<file path="config.mk">
export PLATFORM = sky130hd
export DESIGN_NAME = btn_debounce_pulse
export DESIGN_NICKNAME = d
export VERILOG_FILES = /design/src/rtl/btn_debounce_pulse.sv
export SDC_FILE = /design/constraint.sdc
export NUM_CORES = 1
export LEC_CHECK = 0
export CAP_MARGIN = 25
export CORE_MARGIN = 5
export CORE_UTILIZATION = 30
export DETAILED_ROUTE_END_ITERATION = 7
export GPL_TIMING_DRIVEN = 1
export PLACE_DENSITY = 0.42
export SLEW_MARGIN = 20
export SYNTH_ARGS = -nofsm -noshare
export SYNTH_HDL_FRONTEND = slang
export SYNTH_SLANG_ARGS = --single-unit
</file>
<file path="constraint.sdc">
create_clock -name clk -period 5 [get_ports clk]
set_input_delay 1 -clock clk [delete_from_list [all_inputs] [get_ports clk]]
set_output_delay 1 -clock clk [all_outputs]
set_load 0.01 [all_outputs]
</file>
<file path="src/rtl/btn_debounce_pulse.sv">
// ---------------------------------------------------------------------------
// btn_debounce_pulse
//   Multi-channel push-button conditioner feeding the PWM duty controls.
//   Each channel synchronises a raw pad input, accepts a new level only after
//   DEB_CYCLES consecutive stable samples, and emits a one-cycle press pulse
//   on every accepted 0->1 transition.
//
//   Optional feature macro: BTN_AUTOREPEAT_EN
//     defined   : a held button re-pulses after REPEAT_DELAY cycles, then
//                 every REPEAT_PERIOD cycles until release.
//     undefined : exactly one pulse per accepted press, no hold counter.
//
// Ports
//   clk        system clock
//   reset      asynchronous assert, synchronous release, active high
//   btn_raw    raw asynchronous button inputs, active high (NCH bits)
//   btn_level  debounced level per channel (registered)
//   btn_pulse  one-cycle press pulse per channel (registered)
// ---------------------------------------------------------------------------
module btn_debounce_pulse #(
  parameter int unsigned NCH           = 2,
  parameter int unsigned DEB_CYCLES    = 1000,
  parameter int unsigned CW            = 16,
  parameter int unsigned REPEAT_DELAY  = 5000000,
  parameter int unsigned REPEAT_PERIOD = 1000000
) (
  input  logic           clk,
  input  logic           reset,
  input  logic [NCH-1:0] btn_raw,
  output logic [NCH-1:0] btn_level,
  output logic [NCH-1:0] btn_pulse
);

`ifdef BTN_AUTOREPEAT_EN
  localparam bit REPEAT_USED = 1'b1;
`else
  localparam bit REPEAT_USED = 1'b0;
`endif

  // Counters must be able to hold every terminal value they compare against;
  // repeat timing only constrains CW when the repeat feature is built.
  localparam logic [63:0] CNT_RANGE = 64'(1) << CW;
  localparam bit DEB_OK    = (DEB_CYCLES >= 2) && (CNT_RANGE > 64'(DEB_CYCLES));
  localparam bit REPEAT_OK = !REPEAT_USED ||
                             ((REPEAT_DELAY >= 1) && (REPEAT_PERIOD >= 1) &&
                              (CNT_RANGE > 64'(REPEAT_DELAY)) &&
                              (CNT_RANGE > 64'(REPEAT_PERIOD)));

  if (!(DEB_OK && REPEAT_OK)) begin : g_bad_cfg
    $error("btn_debounce_pulse: CW too small or timing parameters out of range");
  end

  localparam logic [CW-1:0] DEB_LAST = CW'(DEB_CYCLES - 1);

  // Two-flop synchroniser; only s2 is used downstream.
  logic [NCH-1:0] s1_q;
  logic [NCH-1:0] s2_q;

  always_ff @(posedge clk or posedge reset) begin
    if (reset) begin
      s1_q <= '0;
      s2_q <= '0;
    end else begin
      s1_q <= btn_raw;
      s2_q <= s1_q;
    end
  end

  for (genvar i = 0; i < NCH; i++) begin : g_ch
    logic [CW-1:0] cnt_q;
    logic [CW-1:0] cnt_d;
    logic          level_q;
    logic          level_d;
    logic          pulse_q;
    logic          pulse_d;

    // Stability counter: any sample equal to the current level restarts the
    // window, so only an unbroken DEB_CYCLES run of the new level is accepted.
    always_comb begin
      cnt_d   = cnt_q;
      level_d = level_q;
      if (s2_q[i] == level_q) begin
        cnt_d = '0;
      end else if (cnt_q == DEB_LAST) begin
        level_d = s2_q[i];
        cnt_d   = '0;
      end else begin
        cnt_d = cnt_q + CW'(1);
      end
    end

`ifdef BTN_AUTOREPEAT_EN
    localparam logic [CW-1:0] RPT_FIRST = CW'(REPEAT_DELAY - 1);
    localparam logic [CW-1:0] RPT_NEXT  = CW'(REPEAT_PERIOD - 1);

    logic [CW-1:0] hold_q;
    logic [CW-1:0] hold_d;
    logic          rep_q;
    logic          rep_d;

    // Hold timer: counts cycles since the last pulse while the level stays
    // high. Looking at level_d lets a release suppress a repeat on that edge.
    always_comb begin
      hold_d  = hold_q;
      rep_d   = rep_q;
      pulse_d = 1'b0;
      if (!level_d) begin
        hold_d = '0;
        rep_d  = 1'b0;
      end else if (!level_q) begin
        pulse_d = 1'b1;
        hold_d  = '0;
        rep_d   = 1'b0;
      end else if (!rep_q && (hold_q == RPT_FIRST)) begin
        pulse_d = 1'b1;
        hold_d  = '0;
        rep_d   = 1'b1;
      end else if (rep_q && (hold_q == RPT_NEXT)) begin
        pulse_d = 1'b1;
        hold_d  = '0;
      end else begin
        hold_d = hold_q + CW'(1);
      end
    end

    always_ff @(posedge clk or posedge reset) begin
      if (reset) begin
        hold_q <= '0;
        rep_q  <= 1'b0;
      end else begin
        hold_q <= hold_d;
        rep_q  <= rep_d;
      end
    end
`else
    // Pulse only on the edge where the accepted level rises.
    always_comb begin
      pulse_d = ~level_q & level_d;
    end
`endif

    always_ff @(posedge clk or posedge reset) begin
      if (reset) begin
        cnt_q   <= '0;
        level_q <= 1'b0;
        pulse_q <= 1'b0;
      end else begin
        cnt_q   <= cnt_d;
        level_q <= level_d;
        pulse_q <= pulse_d;
      end
    end

    assign btn_level[i] = level_q;
    assign btn_pulse[i] = pulse_q;
  end

endmodule

</file>
==> key figures, run 1 <==
Outcome
  – Status: completed

Yosys
  – Post-synth EDFFs: 0
  – Async SR Flop Fraction: 1.000
  – Netlist cell types: 22
  – Post-synthesis adder-cell area fraction: 0.01360
  – Largest family of logic cells by synthesized area: simple AND/OR/NAND/NOR gates
  – Syn Area/Cell: 10.58 um2
  – Synth Area in XOR/XNOR: 0.1428
  – Synth top area cells: dfrtp_1, xnor2_1, nor2_1, xor2_1, nor4_1
  – Synthesized cell area: 1841 um2
  – Synth Area in Compound Gates: 0
  – Top FF cell, synth: dfrtp_1
  – Ys Warns: 0
  – Post-Syn Nets: 180
  – Cell count after synthesis: 174
  – Mux cell area share after synthesis: 0.01428
  – Synth top area share: 0.5438
  – Area leader, netlist: dfrtp_1
  – Synthesis-stage register bit count: 40
  – Simple-Gate Fraction of Synth Area: 0.2508
  – Seq/Total Area, Yosys: 0.5438

STA
  – Setup Total Neg Slack: 0 ns
  – Final WS setup: 2.754 ns
  – Worst Skew: 0.009845 ns
  – Setup violators final: 0
  – Fin crit share: 0.4491
  – Max-slew headroom: 0.4548
  – Worst slew pin tran: 0.8169 ns
  – Slew Limit Fails: 0
  – Unrepaired setup endpoints after global routing: no
  – Post-layout min period: 2.246 ns
  – Final Hold Viols: 0
  – Fmax: 445.3 MHz

Cells and area
  – Register area: 1001 um2
  – Fin nets: 189
  – Area Overhead vs Synth: 12.51%
  – Diode count: 0
  – Footprint of the multi-input gates: 775.7 um2
  – Fraction of layout cells with a size suffix above 1: 0.08152
  – Non-Filler Instances: 259
  – Layout filler cell count: 609

Setup path
  – Crit path largest cell delay: 0.55 ns
  – Worst R2R Path Depth: 3
  – Critical Path AT: 1.25 ns
  – Reg2Reg Setup Slack: 3.00 ns
  – Crit. End Element: output pin
  – Worst EP required: 4.00 ns
  – Crit Path Max Fanout: 4
  – Worst path bufs/invs: 1
  – Crit-path cells: clkdlybuf4s50_1
  – Worst setup path start: g_ch[1].level_q$_DFF_PP0_
  – Kind of cell adding the most delay to the critical path: buffers and inverters
  – Slowest CP cell: clkdlybuf4s50_1
  – RR Endpoint: g_ch[0].level_q$_DFF_PP0_
  – Setup CP Type: flip-flop to output pin
  – Reg-to-reg startpoint: g_ch[0].cnt_q[12]$_DFF_PP0_
  – Critical Path Source Type: flip-flop

Placement
  – Pre-CTS setup slack: 2.662 ns
  – Inst Count DP: 251
  – Hpwl dp: 2355 um
  – GP Congestion: 0.7406
  – Buffers on Ports: 7

Clock tree
  – Worst-path clk slew: 0.08 ns
  – Quantity of gates resized following cts: 0
  – CTS tree: built
  – Postcts setup bufs: 0
  – CTS Buffer Depth: 2
  – H-tree depth: 2
  – Hold_buf cts: 0
  – Clk_lat worst skew: 0.29 ns
  – Clock root buffer: clkbuf_8
  – Num CTS Buffers: 5
  – Clk sink count: 40

Routing
  – First DRT Iteration DRCs: 33
  – DRC viols: 0
  – Vias per inst: 4.741
  – Routed Wire Length: 3379 um
  – DR vias: 1,228
  – Post-DR wirelength/cell: 13.05 um
  – DRT Pass-1 Iters: 4
  – ANT nets after route: 0

Min path
  – Hold crit path type: flip-flop to flip-flop
  – Hold_sp: s1_q[0]$_DFF_PP0_
  – WHS Path Cells: 0
  – Min-Delay Endpoint: s2_q[0]$_DFF_PP0_

Die
  – # IOs: 8
  – Row count: 28
  – Initial Utilization: 0.3090
  – Die X-Extent: 88.33 um
  – Die height: 88.33 um
  – Core ar.: 5956 um2
  – Die Area: 7801 um2

GRT
  – Vias in the first global route: 1,293
  – GRT Total Usage: 0.1014
  – Largest net degree at the start of global routing: 22
  – First-pass GRT wire length: 6078 um
  – Initial antenna violation count: 0
  – Gr ovfl total: 0

Run
  – Max cap viols: 0

Pwr
  – Leakage: 0.0008523 uW
  – Final total power: 615.5 uW
  – Pwr dens: 297.2 nW/um2
  – Max VDD drop: 140.9 uV
[through the flow]
| stage | cell area, um2 | hold slack (ns) | util |
|---|---|---|---|
| 2_1_floorplan | 1841 | 0.3312 | - |
| 3_5_place_dp | 1963 | 0.3411 | 0.3296 |
| 3_3_place_gp | 1963 | 0.3331 | 0.3296 |
| 6_report | 2071 | 0.3523 | 0.3477 |
| 4_1_cts | 2071 | 0.3584 | 0.3477 |
| 5_1_grt | 2071 | 0.3636 | 0.3477 |
[cells in the mapped netlist, types with 3 or more instances]
| cell type | instances |
|---|---|
| nand4_1 | 8 |
| xor2_1 | 8 |
| buf_4 | 5 |
| nand3_1 | 11 |
| or4_1 | 4 |
| and3_1 | 3 |
| inv_1 | 4 |
| xnor2_1 | 22 |
| nor2_1 | 35 |
| nor3_1 | 5 |
| dfrtp_1 | 40 |
| nand2_1 | 7 |
| nor4_1 | 10 |
[routing by layer]
metal	global-route usage	vias up	share of wire
li1	-	609	-
met1	0.1330	593	0.48
met2	0.1543	20	0.47
met3	0.02514	6	0.034
met4	0.05357	0	0.019
met5	0	-	0
[flip-flops by register name, summed over array words and instances, names as in the netlist]
name,cells
g_ch.cnt_q,32
g_ch.level_q,2
g_ch.pulse_q,2
s1_q,2
s2_q,2
[cells in the final DEF (no fill, tap or decap)]
| cell type | count |
|---|---|
| nand3_1 | 11 |
| xnor2_1 | 22 |
| or4_4 | 2 |
| nand2_4 | 1 |
| clkdlybuf4s50_1 | 7 |
| nor2_1 | 35 |
| nand2_1 | 7 |
| mux2_4 | 1 |
| buf_4 | 1 |
| bufinv_16 | 1 |
| clkbuf_1 | 1 |
| mux2_2 | 1 |
| nor3_1 | 5 |
| xor2_1 | 8 |
| or4_1 | 4 |
| ha_1 | 2 |
| and3_2 | 1 |
| clkinv_2 | 1 |
| dfrtp_1 | 40 |
| nor3b_1 | 2 |
| nand2_2 | 1 |
| clkbuf_8 | 5 |
| nor4_1 | 10 |
| inv_1 | 4 |
| and3_1 | 3 |
| nand4_1 | 8 |
[worst register-to-register path: stages, from the launching register on]
cell     delay (ns)
dfrtp_1        0.42
or4_1          0.54
or4_4          0.60
mux2_4         0.32
[final cells by class]
class,count,area share
flip-flops and latches,40,0.4834
multi-input cells,124,0.3746
inverters,4,0.007251
clock inverters,2,0.01692
well taps,75,0.04532
clock buffers,6,0.03505
repair buffers,8,0.03746
[worst max-delay path by stage]
stage                                             end  depth (start not counted)  slack, ns
after global routing                     btn_level[1]                          1       2.69
after global placement    g_ch[1].cnt_q[13]$_DFF_PP0_                          3       2.71
after CTS                                btn_level[1]                          1       2.73
after floorplan            g_ch[0].cnt_q[0]$_DFF_PP0_                          1       3.08
after detailed placement   g_ch[0].cnt_q[2]$_DFF_PP0_                          3       2.66
final                                    btn_level[1]                          1       2.75
[power by group]
part           switching [uW]  internal, uW  total [uW]
logic                    14.2          7.45        21.7
registers                4.50           329         333
clock network             112           148         261
[cells by family (layout without fill, tap and decap cells)]
family,after synthesis,in the layout
xor gates and xnor gates,30,30
adders and majority gates,2,2
buffers and inverters,10,20
DFF,40,40
muxes,2,2
and+or+nand+nor,90,90
No activity file was read; power rests on OpenSTA's default activity.
==> inputs of run 2 (changes only) <==
--- a/config.mk
+++ b/config.mk
@@ -10,7 +10,7 @@
 export CORE_UTILIZATION = 30
 export DETAILED_ROUTE_END_ITERATION = 7
 export GPL_TIMING_DRIVEN = 1
-export PLACE_DENSITY = 0.42
+export PLACE_DENSITY = 0.44
 export SLEW_MARGIN = 20
 export SYNTH_ARGS = -nofsm -noshare
 export SYNTH_HDL_FRONTEND = slang
==> constraint.sdc (replaced) <==
create_clock -name clk -period 1.95 [get_ports clk]
set_input_delay 0.39 -clock clk [delete_from_list [all_inputs] [get_ports clk]]
set_output_delay 0.39 -clock clk [all_outputs]
set_load 0.01 [all_outputs]
==> run 2 against run 1 <==
Global-route usage grew 0.27 points. Power increased by 130%. Die area did not move. Clock power is 95% higher. Critical path type is now flip-flop to flip-flop. Critical endpoint is now g_ch[0].level_q$_DFF_PP0_.
==> key figures, run 2 (same netlist as run 1, synthesis figures left out) <==
Routing
  – Vias per inst: 4.758 (+0.36%)
  – Routed Wire Length: 3537 um (+4.7%)
  – DR vias: 1,299 (+5.8%)
  – ANT nets after route: 0 (unchanged)
  – Post-DR wirelength/cell: 12.96 um (-0.69%)
  – DRC viols: 0 (unchanged)
  – First DRT Iteration DRCs: 48 (+45%)
  – DRT Pass-1 Iters: 4 (unchanged)

Run
  – Max cap viols: 0 (unchanged)

Setup path
  – Setup CP Type: flip-flop to flip-flop
  – Crit-path cells: or4_1 -> or4_4 -> mux2_4
  – Crit path largest cell delay: 0.60 ns (+0.05 ns)
  – Slowest CP cell: or4_4
  – Critical Path AT: 2.11 ns (+0.86 ns)
  – Crit Path Max Fanout: 4 (unchanged)
  – Worst EP required: 2.13 ns (-1.87 ns)
  – Critical Path Source Type: flip-flop
  – Crit. End Element: flip-flop
  – Worst path bufs/invs: 0 (-1)
  – Kind of cell adding the most delay to the critical path: simple AND/OR/NAND/NOR gates

STA
  – Max-slew headroom: 0.6552 (+0.2003)
  – Unrepaired setup endpoints after global routing: yes
  – Final Hold Viols: 0 (unchanged)
  – Final WS setup: 0.01946 ns (-2.735 ns)
  – Fin crit share: 0.9900
  – Post-layout min period: 1.931 ns
  – Slew Limit Fails: 0 (unchanged)
  – Setup violators final: 0 (unchanged)
  – Worst hold margin: 0.3482 ns (-0.004110 ns)
  – Fmax: 518.0 MHz
  – Worst Skew: 0.004301 ns (-0.005544 ns)
  – Worst slew pin tran: 0.5173 ns (-0.2996 ns)

Cells and area
  – Commonest cells after routing, fill and taps aside: dfrtp_1, nor2_1, xnor2_1
  – Area Overhead vs Synth: 17.27%
  – Diode count: 0 (unchanged)
  – Post-Route Utilization: 0.3624 (+0.01471)
  – Max FFs per register: 32 (unchanged)
  – Fin nets: 204 (+7.9%)
  – Fraction of layout cells with a size suffix above 1: 0.1465 (+0.06494)
  – Top reg by flops: g_ch.cnt_q
  – Non-Filler Instances: 273 (+5.4%)
  – Commonest non-fill, non-tap cell in the layout: dfrtp_1

GRT
  – Vias in the first global route: 1,394 (+7.8%)
  – First-pass GRT wire length: 6203 um (+2.1%)
  – Initial antenna violation count: 0 (unchanged)
  – Largest net degree at the start of global routing: 41 (+86%)
  – GRT Total Usage: 0.1041 (+0.002719)
  – Gr ovfl total: 0 (unchanged)

Die
  – Die X-Extent: 88.33 um (unchanged)
  – # IOs: 8 (unchanged)
  – Die Area: 7801 um2 (unchanged)
  – Initial Utilization: 0.3090 (unchanged)
  – Row count: 28 (unchanged)
  – Die height: 88.33 um (unchanged)
  – Core ar.: 5956 um2 (unchanged)

Clock tree
  – Hold_buf cts: 0 (unchanged)
  – CTS tree: built
  – Postcts setup bufs: 0 (unchanged)
  – H-tree depth: 2 (unchanged)
  – Quantity of gates resized following cts: 0 (unchanged)
  – Clock root buffer: clkbuf_8
  – Clk_lat worst skew: 0.29 ns (about the same)
  – Clk sink count: 40 (unchanged)
  – Num CTS Buffers: 5 (unchanged)
  – Worst-path clk slew: 0.07 ns (about the same)
  – CTS Buffer Depth: 2 (unchanged)

Pwr
  – Leakage: 0.0009182 uW (+7.7%)
  – Pwr dens: 659.8 nW/um2 (+120%)
  – Max VDD drop: 294.5 uV (+110%)

Placement
  – Hpwl dp: 2489 um (+5.7%)
  – Pre-CTS setup slack: 0.02123 ns (-2.640 ns)
  – Inst Count DP: 266 (+6.0%)
  – Buffers on Ports: 7 (unchanged)
  – GP Congestion: 0.8184 (+11%)

Outcome
  – Status: completed

Min path
  – Hold crit path type: flip-flop to flip-flop
[run 2: worst reg2reg max path: cells and delay by family (launching register included)]
| family | cells | cell delay (ns) |
|---|---|---|
| muxes | 1 | 0.31 |
| DFF | 1 | 0.38 |
| and+or+nand+nor | 2 | 1.13 |
[run 2: layout make-up]
type	instances	area, um2
Clock inverter	1	5.005
Clock buffer	6	72.57
Tap cell	75	93.84
Fill cell	614	3797
Sequential cell	40	1001
Multi-Input combinational cell	124	780.7
Timing Repair Buffer	23	190.2
Inverter	4	15.01
[run 2: worst paths after layout]
path / from / slack (ns) / end / depth (start not counted)
worst max register to register: g_ch[0].cnt_q[10]$_DFF_PP0_ / 0.02 / g_ch[0].level_q$_DFF_PP0_ / 3
min in group asynchronous: reset / 0.53 / g_ch[1].cnt_q[12]$_DFF_PP0_ / 3
worst min register to register: s1_q[1]$_DFF_PP0_ / 0.35 / s2_q[1]$_DFF_PP0_ / 0
worst max-delay path: g_ch[0].cnt_q[10]$_DFF_PP0_ / 0.02 / g_ch[0].level_q$_DFF_PP0_ / 3
max in group asynchronous: reset / 1.06 / g_ch[0].cnt_q[7]$_DFF_PP0_ / 3
worst min-delay path: s1_q[1]$_DFF_PP0_ / 0.35 / s2_q[1]$_DFF_PP0_ / 0
[run 2: stage by stage]
step | setup TNS, ns | area (um2) | power (uW)
after global routing | -0.02409 | 2158 | 1505
final | 0 | 2158 | 1424
after global placement | 0 | 2076 | 929.5
after CTS | 0 | 2153 | 1460
after floorplan | 0 | 1841 | 909.7
after detailed placement | 0 | 2076 | 931.7
[run 2: where the power goes]
| group | total (uW) | switching, uW | internal (uW) |
|---|---|---|---|
| Combinational | 61.1 | 38.9 | 22.3 |
| Sequential | 853 | 9.83 | 843 |
| Clock | 510 | 267 | 243 |
| Total | 1420 | 315 | 1110 |
[run 2: per-layer routing]
metal	global-route usage	share of wire	up-vias	wire [um]
met5	0	0	-	0
met1	0.1098	0.42	645	1491
met4	0.05082	0.020	0	70
li1	-	-	638	-
met3	0.03073	0.024	6	86
met2	0.1883	0.53	10	1889
